### src/rtl/jlp_flash_sd.sv
`default_nettype none
// jlp_flash_sd: sector bridge between the hps_io SD block port and the JLP flash RAM.
// Loads the save image into flash RAM on mount; writes the region back on save_req.
module jlp_flash_sd #(
  parameter int SECTORS = 16,
  parameter int AW      = $clog2(SECTORS) + 9
) (
  input  logic          clk_sys,
  input  logic          reset_n,
  input  logic          img_mounted,
  input  logic [63:0]   img_size,
  input  logic          img_readonly,
  output logic [31:0]   sd_lba,
  output logic          sd_rd,
  output logic          sd_wr,
  input  logic          sd_ack,
  input  logic [8:0]    sd_buff_addr,
  input  logic [7:0]    sd_buff_dout,
  input  logic          sd_buff_wr,
  output logic [7:0]    sd_buff_din,
  output logic [AW-1:0] fl_addr,
  output logic [7:0]    fl_wdata,
  output logic          fl_we,
  input  logic [7:0]    fl_rdata,
  input  logic          save_req,
  output logic          loaded,
  output logic          busy
);

  localparam int            IW    = 9;
  localparam logic [IW-1:0] SEC_N = IW'(SECTORS);

  typedef enum logic [2:0] {
    S_IDLE    = 3'd0,
    S_RD_REQ  = 3'd1,
    S_RD_XFER = 3'd2,
    S_WR_REQ  = 3'd3,
    S_WR_XFER = 3'd4
  } state_t;

  state_t        state_q, state_d;
  logic [IW-1:0] idx_q, idx_d;
  logic [IW-1:0] nsec_q, nsec_d;
  logic          writable_q, writable_d;
  logic          loaded_q, loaded_d;
  logic          save_pend_q, save_pend_d;
  logic          mnt_pend_q, mnt_pend_d;
  logic          mnt_ro_q, mnt_ro_d;
  logic [54:0]   mnt_sec_q, mnt_sec_d;
  logic          ack_q;
  logic          fl_we_q, fl_we_d;
  logic [AW-1:0] fl_waddr_q, fl_waddr_d;
  logic [7:0]    fl_wdata_q, fl_wdata_d;

  logic          is_busy;
  logic          ack_fall;
  logic          save_set;
  logic          mnt_any;
  logic [54:0]   m_sec;
  logic          m_ro;
  logic [IW-1:0] m_nsec;
  logic [IW-1:0] idx_inc;
  logic [AW-1:0] xfer_addr;
  logic          unused_size_lsb;

  assign is_busy         = (state_q != S_IDLE);
  assign ack_fall        = ack_q & ~sd_ack;
  assign idx_inc         = idx_q + 1'b1;
  assign xfer_addr       = AW'({idx_q, sd_buff_addr});
  assign unused_size_lsb = ^img_size[8:0];

  // A live mount pulse takes precedence over one latched while busy.
  assign m_sec   = img_mounted ? img_size[63:9] : mnt_sec_q;
  assign m_ro    = img_mounted ? img_readonly : mnt_ro_q;
  assign m_nsec  = (m_sec >= 55'(SECTORS)) ? SEC_N : m_sec[8:0];
  assign mnt_any = img_mounted | mnt_pend_q;

  assign save_set = save_req & ~img_mounted & writable_q & (loaded_q | is_busy);

  always_comb begin
    state_d     = state_q;
    idx_d       = idx_q;
    nsec_d      = nsec_q;
    writable_d  = writable_q;
    loaded_d    = loaded_q;
    save_pend_d = save_pend_q;
    mnt_pend_d  = mnt_pend_q;
    mnt_ro_d    = mnt_ro_q;
    mnt_sec_d   = mnt_sec_q;
    fl_we_d     = 1'b0;
    fl_waddr_d  = fl_waddr_q;
    fl_wdata_d  = fl_wdata_q;

    if (img_mounted && is_busy) begin
      mnt_pend_d = 1'b1;
      mnt_sec_d  = img_size[63:9];
      mnt_ro_d   = img_readonly;
    end

    case (state_q)
      S_IDLE: begin
        if (mnt_any) begin
          mnt_pend_d  = 1'b0;
          save_pend_d = 1'b0;
          loaded_d    = 1'b0;
          idx_d       = '0;
          if (m_nsec == '0) begin
            nsec_d     = '0;
            writable_d = 1'b0;
          end else begin
            nsec_d     = m_nsec;
            writable_d = ~m_ro;
            state_d    = S_RD_REQ;
          end
        end else if (save_pend_q) begin
          save_pend_d = 1'b0;
          idx_d       = '0;
          state_d     = S_WR_REQ;
        end
      end
      S_RD_REQ: begin
        if (sd_ack) state_d = S_RD_XFER;
      end
      S_RD_XFER: begin
        if (sd_ack && sd_buff_wr) begin
          fl_we_d    = 1'b1;
          fl_waddr_d = xfer_addr;
          fl_wdata_d = sd_buff_dout;
        end
        if (ack_fall) begin
          idx_d = idx_inc;
          if (mnt_any) begin
            state_d = S_IDLE;
          end else if (idx_inc == nsec_q) begin
            loaded_d = 1'b1;
            state_d  = S_IDLE;
          end else begin
            state_d = S_RD_REQ;
          end
        end
      end
      S_WR_REQ: begin
        if (sd_ack) state_d = S_WR_XFER;
      end
      S_WR_XFER: begin
        if (ack_fall) begin
          idx_d   = idx_inc;
          state_d = (mnt_any || idx_inc == nsec_q) ? S_IDLE : S_WR_REQ;
        end
      end
      default: state_d = S_IDLE;
    endcase

    if (save_set)    save_pend_d = 1'b1;
    if (img_mounted) save_pend_d = 1'b0;
  end

  always_ff @(posedge clk_sys or negedge reset_n) begin
    if (!reset_n) begin
      state_q     <= S_IDLE;
      idx_q       <= '0;
      nsec_q      <= '0;
      writable_q  <= 1'b0;
      loaded_q    <= 1'b0;
      save_pend_q <= 1'b0;
      mnt_pend_q  <= 1'b0;
      mnt_ro_q    <= 1'b0;
      mnt_sec_q   <= '0;
      ack_q       <= 1'b0;
      fl_we_q     <= 1'b0;
      fl_waddr_q  <= '0;
      fl_wdata_q  <= '0;
    end else begin
      state_q     <= state_d;
      idx_q       <= idx_d;
      nsec_q      <= nsec_d;
      writable_q  <= writable_d;
      loaded_q    <= loaded_d;
      save_pend_q <= save_pend_d;
      mnt_pend_q  <= mnt_pend_d;
      mnt_ro_q    <= mnt_ro_d;
      mnt_sec_q   <= mnt_sec_d;
      ack_q       <= sd_ack;
      fl_we_q     <= fl_we_d;
      fl_waddr_q  <= fl_waddr_d;
      fl_wdata_q  <= fl_wdata_d;
    end
  end

  // Save reads are addressed combinationally so fl_rdata lands one cycle after sd_buff_addr.
  assign fl_addr     = fl_we_q ? fl_waddr_q : ((state_q == S_WR_XFER) ? xfer_addr : '0);
  assign fl_we       = fl_we_q;
  assign fl_wdata    = fl_wdata_q;
  assign sd_buff_din = fl_rdata;
  assign sd_lba      = {23'd0, idx_q};
  assign sd_rd       = (state_q == S_RD_REQ);
  assign sd_wr       = (state_q == S_WR_REQ);
  assign loaded      = loaded_q;
  assign busy        = is_busy;

endmodule
`default_nettype wire

### config.mk
export PLATFORM = sky130hd
export DESIGN_NAME = jlp_flash_sd
export DESIGN_NICKNAME = d
export VERILOG_FILES = /design/src/rtl/jlp_flash_sd.sv
export SDC_FILE = /design/constraint.sdc
export NUM_CORES = 1
export LEC_CHECK = 0
export ABC_AREA = 1
export BUFFER_PORTS_ARGS = -buffer_cell sky130_fd_sc_hd__buf_2
export CORE_UTILIZATION = 45
export DETAILED_ROUTE_END_ITERATION = 8
export PLACE_DENSITY = 0.75
export SYNTH_ARGS = -nofsm -noshare
export SYNTH_HDL_FRONTEND = slang
export SYNTH_SLANG_ARGS = --single-unit
### constraint.sdc
create_clock -name clk_sys -period 2 [get_ports clk_sys]
set_input_delay 0.2 -clock clk_sys [delete_from_list [all_inputs] [get_ports clk_sys]]
set_output_delay 0.2 -clock clk_sys [all_outputs]
set_load 0.01 [all_outputs]
==> flow_summary.json <==
{
  "clkSinkCount": 104,
  "placed_area_sq_um": 6250,
  "pin_count_of_the_biggest_net_entering_global_routing": 45,
  "critical_path.max_fanout": 14,
  "sequential_to_total_area_share_from_yosys_stat_pct": 46.5,
  "cts_post_setup_buffers_inserted": 0,
  "yosys.cell_count.top_type": "nand2_1",
  "timing.final.setup_violations": 0,
  "worstPathArrival_ps": 1670,
  "worstHoldPathCells": 3,
  "synth.lib_cells_used.distinct": 33,
  "peakVddDrop_v": 0.000679,
  "worst-slew-pin-transition_ps": 741,
  "grt_pass1_wl_um": 20000,
  "groute.usage.overall_pct": 19.6,
  "drt_pre_antenna_iters": 4,
  "async_set_reset_flop_share_out_of_synthesis_pct": 100,
  "max_stage_delay_ps": 420,
  "multiInputGateArea_sq_um": 2320,
  "ys_warn_count": 0,
  "max_clock_freq_ghz": 0.534,
  "die_area_sq_um": 12900,
  "synth.largest_area_cell": "dfrtp_1",
  "fp.coreArea_sq_um": 12100,
  "die_x_um": 114,
  "yosys-top-cells-count": "nand2_1, dfrtp_1, inv_1",
  "synthToLayoutAreaGrowth_pct": 18.1,
  "worst_path_max_delay_cell": "dfrtp_1",
  "register_area_sq_um": 2600,
  "setup.reg_to_reg.worst_slack_ps": 160,
  "postSynthAreaPerCell_sq_um": 7.51,
  "synth_edf_count": 0,
  "layout.core_utilization_pct": 54.9,
  "power_density_normalized_to_cell_area_nw_per_um2": 1210,
  "place_worst_setup_slack_ps": 112,
  "clk_pin_slew_ps": 60,
  "grt_setup_unrepaired": "yes",
  "fin_worst_skew_ps": 7.80,
  "finalMaxSlewViolations": 0,
  "reg2reg_depth": 10,
  "drv_cap": 0,
  "leakage_nw": 3.58,
  "worst_hold_path_type": "input pin to register",
  "clock_latency_ps": 350,
  "filler_cell_count": 1205,
  "ant_nets": 0,
  "post_layout_nonfiller_instances": 1030,
  "detail_route.vias_per_cell": 4.69,
  "cpMostUsedCell": "buf_4",
  "final_critical_path_time_including_i_o_delays_and_setup_ps": 1870,
  "syn-cell-area_sq_um": 5600,
  "via_count_of_the_first_global_routing_pass": 4340,
  "critical_path_start_end_classification": "register to output port",
  "crit_required_ps": 1800,
  "1st_iter_drt_viols": 278,
  "run_status": "finished clean",
  "hold_violations": 0,
  "holdWs_ps": 45.3,
  "route.detailed.wl_per_inst_um": 11.5,
  "timing.critical_path.from_type": "register",
  "place.detailed.hpwl_um": 8690,
  "vias": 4827,
  "gp_congestion": 0.800,
  "place_inst": 1012,
  "fraction_of_final_layout_cells_with_drive_strength_greater_than_1_pct": 20.5,
  "cts-buffers-inserted": 9,
  "cp_cell_sequence": "nor2_1 > buf_4 > nand2_1 > buf_4 > o31ai_1 > buf_2",
  "synth_ff_type": "dfrtp_1",
  "floorplan.io_pins": 162,
  "rows": 40,
  "ys_seq_elements": 104,
  "synthCells": 746,
  "cts_htree_levels": 3,
  "layout.nets": 954,
  "antenna-diode-count": 0,
  "grt_overflow_total": 0,
  "die-height_um": 114,
  "tritoncts_clock_tree": "yes",
  "place.port_buffers": 113,
  "period_share_pct": 93.6,
  "netlist_top_cells_area": "dfrtp_1, nand2_1, inv_1, o21ai_0, buf_4",
  "effective_utilization_at_floorplan_pct": 46.4,
  "postLayoutSetupSlackWorst_ps": 128,
  "finish.instance_area_sq_um": 6620,
  "route.final.wire_length_um": 11900,
  "capturing_element_type_of_the_critical_path": "output port",
  "synth_top_area_share_pct": 46.5,
  "maxSlewHeadroom_pct": 50.6,
  "grt_antenna_before_repair": 0,
  "cts_max_path_buffers": 2,
  "cts_root_buffer": "clkbuf_16",
  "drt_drc_violations_left": 0
}
[power breakdown]
part | leakage, nW | total, W | switching [W] | internal, W
registers | 1.30 | 0.00332 | 0.000405 | 0.00291
clock network | 0.162 | 0.00199 | 0.000770 | 0.00122
logic | 2.13 | 0.00271 | 0.00162 | 0.00110
[registers in the layout, summed over array words and instances (netlist names)]
| name | flops |
|---|---|
| mnt_sec_q | 55 |
| fl_waddr_q | 13 |
| idx_q | 9 |
| nsec_q | 9 |
| fl_wdata | 8 |
| state_q | 3 |
| ack_q | 1 |
| fl_we | 1 |
| loaded | 1 |
| mnt_pend_q | 1 |
| mnt_ro_q | 1 |
| save_pend_q | 1 |
| writable_q | 1 |
[layer usage]
metal	part of all wire (%)	vias to the layer above	routed length, um	global-route usage [%]
met4	1.8	0	210	8.25
met2	44	128	5270	30.0
met5	0	-	0	0
li1	-	2512	-	-
met1	49	2174	5770	27.4
met3	5.1	13	600	3.61
[critical path: cells and delay by family (launching register included)]
kind	cells	cell delay, ps
buf+inv	3	490
flops	1	420
simple gates	2	210
compound gates	1	210
[cells by family (layout without fill, tap and decap cells)]
group | count (synthesis) | after routing | synth area share, %
simple gates | 352 | 352 | 25.2
buf+inv | 158 | 252 | 13.8
compound gates | 117 | 117 | 11.7
flops | 104 | 104 | 46.5
mux | 11 | 11 | 2.21
xor+xnor | 2 | 2 | 0.313
fa+ha+maj | 1 | 1 | 0.223
other cells | 1 | 23 | 0.0669
[through the flow]
stage          TNS (ps)  total power, W
3_3_place_gp          0         0.00597
4_1_cts               0         0.00809
3_5_place_dp          0         0.00607
2_1_floorplan         0         0.00526
5_1_grt           -4.78         0.00868
6_report              0         0.00802
[layout by cell type, fill, tap and decap left out, types with 5 or more instances in the layout]
| cell | synthesis | routed |
|---|---|---|
| nand2_1 | 236 | 235 |
| a21oi_1 | 17 | 17 |
| o21ai_1 | 8 | 8 |
| nor2_1 | 64 | 62 |
| conb_1 | 1 | 23 |
| buf_4 | 32 | 24 |
| nand4_1 | 5 | 5 |
| o31ai_1 | 17 | 16 |
| o22ai_1 | 7 | 7 |
| inv_1 | 94 | 93 |
| dfrtp_1 | 104 | 104 |
| mux2_2 | 11 | 11 |
| nand3_1 | 38 | 38 |
| buf_2 | 14 | 112 |
| o21ai_0 | 64 | 64 |
| clkbuf_16 | 0 | 9 |
[what timing repair did]
action | in CTS | in global routing
endpoints found under the setup margin | 0 | 9
hold endpoints to repair | 36 | 0
gates resized for setup | 0 | 4
hold buffers | 2 | 0
[path summary, 6_finish.rpt]
kind                                       from            end
worst max register to register         idx_q[0]     state_q[0]
worst min-delay path            sd_buff_dout[0]    fl_wdata[0]
max in group asynchronous               reset_n       idx_q[6]
min in group asynchronous               reset_n  fl_waddr_q[4]
worst max-delay path                 state_q[1]    fl_addr[12]
worst min register to register      fl_wdata[0]    fl_wdata[0]
[layout make-up]
class	count	share of cell area, %
multi-input combinational	506	35.1
clock inverter	6	1.63
inverter	97	5.50
sequential	104	39.3
clock buffer	10	3.46
timing repair buffer	139	11.8
tap	168	3.18
(Power assumes the default switching activity.)
